[config.mk]
export PLATFORM = sky130hd
export DESIGN_NAME = pwm_generator
export DESIGN_NICKNAME = d
export VERILOG_FILES = /design/src/rtl/pwm_pkg.sv /design/src/rtl/pwm_generator_rise_detect.sv /design/src/rtl/pwm_generator.sv
export SDC_FILE = /design/constraint.sdc
export NUM_CORES = 1
export LEC_CHECK = 0
export CAP_MARGIN = 0
export CORE_MARGIN = 5
export CORE_UTILIZATION = 43
export DETAILED_ROUTE_END_ITERATION = 7
export GPL_TIMING_DRIVEN = 0
export PLACE_DENSITY = 0.65
export SYNTH_ARGS = -nofsm -noshare
export SYNTH_HDL_FRONTEND = slang
export SYNTH_HIERARCHICAL = 1
export SYNTH_SLANG_ARGS = --single-unit
[constraint.sdc]
create_clock -name clk -period 3.6 [get_ports clk]
set_input_delay 1.08 -clock clk [delete_from_list [all_inputs] [get_ports clk]]
set_output_delay 1.08 -clock clk [all_outputs]
set_load 0.1 [all_outputs]
[src/rtl/pwm_pkg.sv]
// Shared types and defaults for the tick-driven PWM generator.
package pwm_pkg;

    localparam int PWM_WIDTH_DEFAULT = 8;

    typedef enum logic {
        IDLE = 1'b0,
        RUN  = 1'b1
    } pwm_state_e;

endpackage

[src/rtl/pwm_generator_rise_detect.sv]
// Rising-edge detector for a clk-synchronous level; emits a one-clk tick.
// The history register resets high so a level already high at reset release is not a tick.
module rise_detect (
    input  logic clk,
    input  logic reset_n,
    input  logic sig_i,
    output logic tick_o
);

    logic sig_q;

    always_ff @(posedge clk or negedge reset_n) begin
        if (!reset_n) begin
            sig_q <= 1'b1;
        end else begin
            sig_q <= sig_i;
        end
    end

    assign tick_o = sig_i & ~sig_q;

endmodule

[src/rtl/pwm_generator.sv]
// PWM generator advanced by divider ticks; period/duty are double-buffered and
// only swapped in at a period wrap while running.
module pwm_generator
    import pwm_pkg::*;
#(
    parameter int WIDTH = PWM_WIDTH_DEFAULT
) (
    input  logic             clk,
    input  logic             reset_n,
    input  logic             div_in,
    input  logic             enable,
    input  logic [WIDTH-1:0] period,
    input  logic [WIDTH-1:0] duty,
    input  logic             load,
    output logic             pwm_out,
    output logic             cycle_done,
    output logic             load_pending,
    output logic [WIDTH-1:0] count
);

    logic tick;

    pwm_state_e       state_q, state_d;
    logic [WIDTH-1:0] count_q, count_d;
    logic [WIDTH-1:0] period_a_q, period_a_d;
    logic [WIDTH-1:0] duty_a_q, duty_a_d;
    logic [WIDTH-1:0] period_s_q, period_s_d;
    logic [WIDTH-1:0] duty_s_q, duty_s_d;
    logic             pending_q, pending_d;
    logic             pwm_q, pwm_d;
    logic             cycle_done_q, cycle_done_d;
    logic             wrap;

    rise_detect u_rise_detect (
        .clk     (clk),
        .reset_n (reset_n),
        .sig_i   (div_in),
        .tick_o  (tick)
    );

    assign wrap = tick && (count_q == period_a_q);

    always_comb begin
        state_d      = state_q;
        count_d      = count_q;
        period_a_d   = period_a_q;
        duty_a_d     = duty_a_q;
        period_s_d   = period_s_q;
        duty_s_d     = duty_s_q;
        pending_d    = pending_q;
        cycle_done_d = 1'b0;

        case (state_q)
            IDLE: begin
                // Nothing is running, so a load can go straight to the active set.
                if (load) begin
                    period_a_d = period;
                    duty_a_d   = duty;
                    pending_d  = 1'b0;
                end
                if (enable) begin
                    state_d = RUN;
                    count_d = '0;
                end
            end
            RUN: begin
                if (!enable) begin
                    state_d = IDLE;
                    count_d = '0;
                end else if (wrap) begin
                    count_d      = '0;
                    cycle_done_d = 1'b1;
                    // A load coinciding with the wrap bypasses the shadow entirely.
                    if (load) begin
                        period_a_d = period;
                        duty_a_d   = duty;
                        pending_d  = 1'b0;
                    end else if (pending_q) begin
                        period_a_d = period_s_q;
                        duty_a_d   = duty_s_q;
                        pending_d  = 1'b0;
                    end
                end else begin
                    if (tick) begin
                        count_d = count_q + WIDTH'(1);
                    end
                    if (load) begin
                        period_s_d = period;
                        duty_s_d   = duty;
                        pending_d  = 1'b1;
                    end
                end
            end
            default: begin
                state_d = IDLE;
                count_d = '0;
            end
        endcase

        pwm_d = (state_d == RUN) && (count_d < duty_a_d);
    end

    always_ff @(posedge clk or negedge reset_n) begin
        if (!reset_n) begin
            state_q      <= IDLE;
            count_q      <= '0;
            period_a_q   <= '0;
            duty_a_q     <= '0;
            period_s_q   <= '0;
            duty_s_q     <= '0;
            pending_q    <= 1'b0;
            pwm_q        <= 1'b0;
            cycle_done_q <= 1'b0;
        end else begin
            state_q      <= state_d;
            count_q      <= count_d;
            period_a_q   <= period_a_d;
            duty_a_q     <= duty_a_d;
            period_s_q   <= period_s_d;
            duty_s_q     <= duty_s_d;
            pending_q    <= pending_d;
            pwm_q        <= pwm_d;
            cycle_done_q <= cycle_done_d;
        end
    end

    assign pwm_out      = pwm_q;
    assign cycle_done   = cycle_done_q;
    assign load_pending = pending_q;
    assign count        = count_q;

endmodule

==> results of run 1 <==
-- final timing paths --
kind | endpoint | slack (ns) | depth (start not counted)
max | pwm_out | 0.19 | 15
min | period_s_q[2] | 0.51 | 1
max reg2reg | pwm_out | 0.36 | 15
min reg2reg | period_s_q[2] | 0.51 | 1
max in group asynchronous | u_rise_detect/sig_q | 2.34 | 2
min in group asynchronous | period_s_q[4] | 0.69 | 1
-- power by group --
part / total [W] / leakage (nW) / internal [W] / switching, W
registers: 0.000621 / 0.548 / 0.000579 / 0.0000421
logic: 0.000344 / 0.858 / 0.000170 / 0.000174
clock network: 0.000394 / 0.0543 / 0.000208 / 0.000186
total: 0.00136 / 1.46 / 0.000956 / 0.000402
-- critical path: stages --
cell,delay [ns]
buf_2,0.09
nor2b_4,0.17
o2111ai_4,0.14
buf_4,0.18
o41ai_4,0.26
buf_6,0.16
o21ai_0,0.08
a21o_1,0.21
ha_1,0.33
a211oi_2,0.23
nor2_1,0.08
nor4b_2,0.31
buf_4,0.17
o21ai_0,0.09
o41ai_2,0.06
-- cell families (layout without fill, tap and decap cells) --
logic type	count (synthesis)	after routing	synth area share [%]
DFF	45	45	43.2
AOI/OAI and AO/OA	61	61	17.4
and+or+nand+nor	60	60	13.1
xor gates and xnor gates	7	7	2.35
muxes	35	35	14.8
adders and majority gates	8	8	3.83
buffers and inverters	25	77	5.27
-- cells in the final DEF, fill, tap and decap left out, types with 5 or more instances in the layout --
master | netlist | final
a21o_1 | 5 | 5
a31oi_1 | 7 | 5
buf_4 | 2 | 13
buf_6 | 4 | 6
clkbuf_8 | 0 | 5
clkdlybuf4s50_1 | 0 | 27
dfrtp_1 | 44 | 42
ha_1 | 8 | 8
inv_1 | 14 | 13
mux2_2 | 29 | 29
mux2i_1 | 6 | 5
nand2_1 | 14 | 14
nor2_1 | 15 | 15
o21ai_0 | 16 | 16
xnor2_1 | 5 | 5
-- synth_stat cells, drive strengths merged, types with 2 or more instances --
master,instances,share of area (%)
clkbuf,3,0.43
or2b,3,0.96
nor3b,3,0.86
o41ai,2,1.4
inv,14,2.0
a31oi,7,1.7
ha,8,3.8
xor2,2,0.67
o211ai,4,1.2
o2111ai,2,0.91
a21oi,4,0.77
and2,3,0.72
nor2b,4,1.2
or2,3,0.72
a221oi,3,1.0
nor4,2,1.1
or3,3,0.86
nand2,14,2.0
mux2i,6,2.3
o211a,3,1.2
mux2,29,13
nor2,15,2.2
buf,7,2.5
a21o,6,1.8
a221o,4,1.5
nand3,3,0.57
and3,2,0.48
a211oi,5,1.4
dfrtp,44,42
o21ai,16,3.1
xnor2,5,1.7
-- registers in the layout, summed over array words and instances, names as in the netlist --
name and flops:
cycle_done 1, u_rise_detect/sig_q 1, pwm_out 1, count 8, period_a_q 8, state_q 1
period_s_q 8, load_pending 1, duty_a_q 8, duty_s_q 8
-- metrics by stage --
| stage | hold slack [ns] | area (um2) |
|---|---|---|
| floorplan | 0.472 | 2610 |
| global placement | 0.484 | 3020 |
| detailed placement | 0.491 | 3030 |
| CTS | 0.512 | 3300 |
| global route | 0.521 | 3350 |
| finish | 0.506 | 3350 |
-- layout make-up --
class | instances | area, um2 | share of cell area (%)
clock buffer | 5 | 68.8 | 2.05
multi-input combinational | 171 | 1440 | 43.0
inverter | 14 | 52.6 | 1.57
sequential | 45 | 1130 | 33.7
tap | 75 | 93.8 | 2.80
buffer | 10 | 91.3 | 2.73
clock inverter | 3 | 46.3 | 1.38
timing repair buffer | 45 | 428 | 12.8
-- routing by layer --
| metal | wire (um) | GRT usage [%] | up-vias | part of all wire, % |
|---|---|---|---|---|
| met5 | 0 | 0 | - | 0 |
| met4 | 33 | 4.18 | 0 | 0.54 |
| met3 | 289 | 3.20 | 4 | 4.7 |
| met2 | 3000 | 29.7 | 44 | 49 |
| met1 | 2790 | 21.9 | 1008 | 46 |
| li1 | - | - | 985 | - |
-- timing repair --
action	CTS	global route
setup endpoints to repair	1	1
setup buffers	9	4
gates resized for setup	21	7
pin swaps	15	11
==> reports/metrics.json, run 1 <==
{
  "netlist_instances": 241,
  "setup.worst_path.end_class": "flop",
  "die-width_um": 87.9,
  "static_leakage_nw": 1.46,
  "seq_area_frac_synth_pct": 43.2,
  "floorplan.initialDensity_pct": 44.1,
  "synth.lib_cells_used.distinct": 52,
  "drt_drc_violations_left": 0,
  "tritoncts_clock_tree": "done",
  "avgSynthCellArea_um2": 10.8,
  "worst-setup-path-type": "in -> reg",
  "grt_usage_pct": 17.1,
  "fill_cells": 540,
  "worst_r2r_startpoint": "count[1]",
  "report.final.hold_viol_count": 0,
  "power_w": 0.00136,
  "max_freq_mhz": 294,
  "synthArstFlopShare_pct": 100,
  "min_period_over_period_pct": 94.6,
  "synth_nets": 270,
  "root_buffer": "clkbuf_8",
  "max_cap_viol_count": 0,
  "die_footprint_um2": 7730,
  "finish.utilization_pct": 56.6,
  "cts_made_buffers": 5,
  "yosys_warnings": 6,
  "critical_path.startpoint": "div_in",
  "drt-wirelength-per-cell_um": 16.6,
  "io_buffers": 31,
  "fin_worst_skew_ns": 0.00755,
  "critical_path_arrival_ns": 3.61,
  "placement_rows": 28,
  "die_y_um": 87.9,
  "place_congestion": 0.799,
  "slew_violations": 0,
  "syn-cell-area_um2": 2610,
  "detailroute.via_count": 2041,
  "worst_case_vdd_ir_drop_v": 0.000280,
  "dp.final_hpwl_um": 4410,
  "max_slew_margin_pct": 34.8,
  "timing.critical_path.required_ns": 3.81,
  "synth_enable_flop_cells": 0,
  "post_layout_nonfiller_instances": 368,
  "via_count_of_the_first_global_routing_pass": 2078,
  "area_delta_synth_final_pct": 28.3,
  "routed_wirelength_um": 6110,
  "worstMarginPinSlew_ns": 0.975,
  "h-tree-depth": 2,
  "run_status": "finished, final reports clean",
  "setup_tns_ns": 0,
  "globalRoute.totalOverflow": 0,
  "critical_path_peak_fanout": 4,
  "largest_net_degree_at_the_start_of_global_routing": 30,
  "post_route_worst_setup_slack_ns": 0.195,
  "critPathLaunchType": "primary input",
  "post-route-min-period_ns": 3.41,
  "floorplan.core_area_um2": 5920,
  "global_route_wire_length_before_repair_um": 10300,
  "antenna_found_initial": 0,
  "drt-initial-drc-count": 87,
  "detail_route.first_pass.iterations": 4,
  "holdCritStartpoint": "period_s_q[2]",
  "vias_per_cell": 5.55,
  "cts_max_path_buffers": 2,
  "drive_gt1_share_pct": 31.1,
  "antenna_cells": 0,
  "ios": 32,
  "numPlacedInstances": 348,
  "clkSlewWorstSetupHoldPaths_ns": 0.09,
  "synth.ff_latch_count": 45,
  "setup_viol": 0,
  "insertion_delay_ns": 0.30,
  "hold_path_class": "reg -> reg",
  "synth-main-ff-cell": "dfrtp_1",
  "clock_sinks": 45,
  "power_density_nw_per_um2": 406,
  "placement.setup.worst_slack_ns": -1.08,
  "layout.nets": 321,
  "cts-hold-fix-buffers": 0,
  "drtAntennaViolNets": 0
}
Power figures use the tool's default switching activity.
==> run 2: changes to the inputs <==
Settings changed: ABC_AREA set to 0.
Clock period 3.6 ns to 3.85 ns, I/O delays scaled along.
==> reports/metrics.json, run 2 (synthesis gave the netlist of run 1 again) <==
{
  "cp_cell_sequence": "dlygate4sd2_1 > nor2b_4 > o2111ai_4 > o41ai_4 > buf_4 > o21ai_0 > a21o_1 > ha_1 > o2111ai_2 > nor2_1 > nor4b_2 > nand2_1 > o41ai_2",
  "cts_max_path_buffers": {"value": 2, "change": "unchanged"},
  "clock_sinks": {"value": 45, "change": "unchanged"},
  "root_buffer": "clkbuf_8",
  "drt_drc_violations_left": {"value": 0, "change": "unchanged"},
  "grt_usage": {"value": 17.2, "unit": "%", "change": "+0.13 points"},
  "area_delta_synth_final_pct": 25.6,
  "timing.hold.worst_path_depth": {"value": 1, "change": "unchanged"},
  "setup.worst_path.end_class": "flop",
  "slew_violations": {"value": 0, "change": "unchanged"},
  "layout.nets": {"value": 320, "change": "-0.31%"},
  "worstMarginPinSlew": {"value": 0.975, "unit": "ns", "change": "+0.000307 ns"},
  "antenna_found_initial": {"value": 0, "change": "unchanged"},
  "run_status": "finished, final reports clean",
  "drt-initial-drc-count": {"value": 60, "change": "-31%"},
  "report.final.hold_viol_count": {"value": 0, "change": "unchanged"},
  "post_layout_nonfiller_instances": {"value": 367, "change": "-0.27%"},
  "critical_path_arrival": {"value": 3.84, "unit": "ns", "change": "+0.23 ns"},
  "ff2ff_path_depth": {"value": 12, "change": "-3"},
  "dp.final_hpwl": {"value": 4510, "unit": "um", "change": "+2.2%"},
  "drive_gt1_share": {"value": 27.7, "unit": "%", "change": "-3.3 points"},
  "global_route_wire_length_before_repair": {"value": 10200, "unit": "um", "change": "-0.34%"},
  "setup_viol": {"value": 0, "change": "unchanged"},
  "critical_path_peak_fanout": {"value": 5, "change": "+1"},
  "cts-hold-fix-buffers": {"value": 0, "change": "unchanged"},
  "post_route_worst_setup_slack": {"value": 0.215, "unit": "ns", "change": "+0.0206 ns"},
  "antenna_cells": {"value": 0, "change": "unchanged"},
  "hold_path_class": "reg -> reg",
  "fin_worst_skew": {"value": 0.00845, "unit": "ns", "change": "+0.000896 ns"},
  "insertion_delay": {"value": 0.30, "unit": "ns", "change": "about the same"},
  "cp_num_buf_inv": {"value": 2, "change": "-2"},
  "clkSlewWorstSetupHoldPaths": {"value": 0.08, "unit": "ns", "change": "about the same"},
  "tritoncts_clock_tree": "done",
  "floorplan.initialDensity": {"value": 44.1, "unit": "%", "change": "unchanged"},
  "floorplan.core_area": {"value": 5920, "unit": "um2", "change": "unchanged"},
  "power_density": {"value": 380, "unit": "nW/um2", "change": "-6.3%"},
  "grt_setup_unrepaired": "no",
  "via_count_of_the_first_global_routing_pass": {"value": 2176, "change": "+4.7%"},
  "worst-setup-path-type": "in -> reg",
  "numPlacedInstances": {"value": 348, "change": "unchanged"},
  "drt-wirelength-per-cell": {"value": 16.7, "unit": "um", "change": "+0.31%"},
  "die_footprint": {"value": 7730, "unit": "um2", "change": "unchanged"},
  "max_slew_margin": {"value": 34.8, "unit": "%", "change": "about the same"},
  "setup_tns": {"value": 0, "unit": "ns", "change": "unchanged"},
  "regArea": {"value": 1130, "unit": "um2", "change": "-0.22%"},
  "drtAntennaViolNets": {"value": 0, "change": "unchanged"},
  "layout.cells.most_common_list": "dfrtp_1, mux2_2, clkdlybuf4s50_1",
  "routed_wirelength": {"value": 6120, "unit": "um", "change": "about the same"},
  "largest_net_degree_at_the_start_of_global_routing": {"value": 28, "change": "-6.7%"},
  "max_cap_viol_count": {"value": 0, "change": "unchanged"},
  "die-width": {"value": 87.9, "unit": "um", "change": "unchanged"},
  "place_congestion": {"value": 0.810, "change": "+1.5%"},
  "detailroute.via_count": {"value": 2071, "change": "+1.5%"},
  "max_freq_mhz": 275,
  "min_period_over_period_pct": 94.4,
  "post-route-min-period_ns": 3.63,
  "vias_per_cell": {"value": 5.64, "change": "+1.7%"},
  "static_leakage": {"value": 1.45, "unit": "nW", "change": "-0.55%"},
  "layout.cells.most_common": "dfrtp_1",
  "cts_made_buffers": {"value": 5, "change": "unchanged"},
  "detail_route.first_pass.iterations": {"value": 4, "change": "unchanged"},
  "critical_path_depth": {"value": 13, "change": "-2"},
  "multiInputGateArea": {"value": 1390, "unit": "um2", "change": "-3.2%"},
  "critPathLaunchType": "primary input",
  "io_buffers": {"value": 31, "change": "unchanged"},
  "largest_delay_contributor_family_on_the_critical_path": "compound AO/OA/AOI/OAI gates",
  "timing.critical_path.required": {"value": 4.05, "unit": "ns", "change": "+0.24 ns"},
  "timing.critical_path.slowest_stage_cell": "o41ai_4",
  "die_y": {"value": 87.9, "unit": "um", "change": "unchanged"},
  "h-tree-depth": {"value": 2, "change": "unchanged"},
  "worst_case_vdd_ir_drop": {"value": 0.000275, "unit": "V", "change": "-1.8%"},
  "placement.setup.worst_slack": {"value": -1.08, "unit": "ns", "change": "-0.0000700 ns"},
  "placement_rows": {"value": 28, "change": "unchanged"},
  "finish.utilization": {"value": 55.4, "unit": "%", "change": "-1.2 points"},
  "ios": {"value": 32, "change": "unchanged"},
  "globalRoute.totalOverflow": {"value": 0, "change": "unchanged"},
  "fill_cells": {"value": 542, "change": "+0.37%"},
  "crit_path_max_incr_delay": {"value": 0.42, "unit": "ns", "change": "+0.09 ns"}
}
==> run 2: cell types whose count changed in the layout (fill, tap and decap cells not counted), sizes merged <==
cell / before / now
buf: 23 / 21
clkdlybuf4s50: 27 / 28
clkinvlp: 1 / 0
dlygate4sd2: 1 / 2
==> run 2: final timing paths <==
check | start | to | slack [ns]
max | div_in | pwm_out | 0.22
min | duty_s_q[2] | duty_s_q[2] | 0.51
max reg2reg | count[1] | pwm_out | 0.72
min reg2reg | duty_s_q[2] | duty_s_q[2] | 0.51
max in group asynchronous | reset_n | state_q | 2.54
min in group asynchronous | reset_n | period_s_q[6] | 0.79
==> run 2: where the power goes <==
part           internal (W)  leakage, nW  switching [W]
logic              0.000150        0.845       0.000157
clock network      0.000195       0.0554       0.000166
registers          0.000541        0.551      0.0000385
total              0.000886         1.45       0.000362
==> run 2: per-stage QoR <==
step | hold slack [ns] | total power (W) | instance area (um2)
2_1_floorplan | 0.472 | 0.000789 | 2610
3_3_place_gp | 0.485 | 0.000869 | 3020
3_5_place_dp | 0.493 | 0.000883 | 3030
4_1_cts | 0.515 | 0.00126 | 3270
5_1_grt | 0.536 | 0.00131 | 3280
6_report | 0.512 | 0.00125 | 3280
==> run 2: final cells by class <==
| type | count | share of cell area [%] |
|---|---|---|
| multi-input combinational | 171 | 42.4 |
| sequential | 45 | 34.4 |
| timing repair buffer | 43 | 12.5 |
| buffer | 11 | 2.86 |
| tap | 75 | 2.86 |
| clock buffer | 6 | 2.21 |
| inverter | 14 | 1.60 |
| clock inverter | 2 | 1.18 |
==> run 2: what timing repair did <==
action	CTS	global route
buffers inserted	11	0
resized for setup	11	6
endpoints found under the setup margin	1	1
pin swaps	11	7
==> run 2: metal layers <==
layer	global-route usage, %	up-vias	wire length [um]
met5	0	-	0
met4	6.83	0	116
met2	29.9	37	3060
li1	-	982	-
met1	21.0	1043	2680
met3	3.20	9	252
==> run 2: worst register-to-register path, stage by stage, from the launching register on <==
cell and delay, ns:
dfrtp_1 0.45, xor2_1 0.17, a221o_1 0.36, o41ai_4 0.38, buf_4 0.20, o21ai_0 0.08
a21o_1 0.20, ha_1 0.30, o2111ai_2 0.22, nor2_1 0.08, nor4b_2 0.28, nand2_1 0.10
o41ai_2 0.21
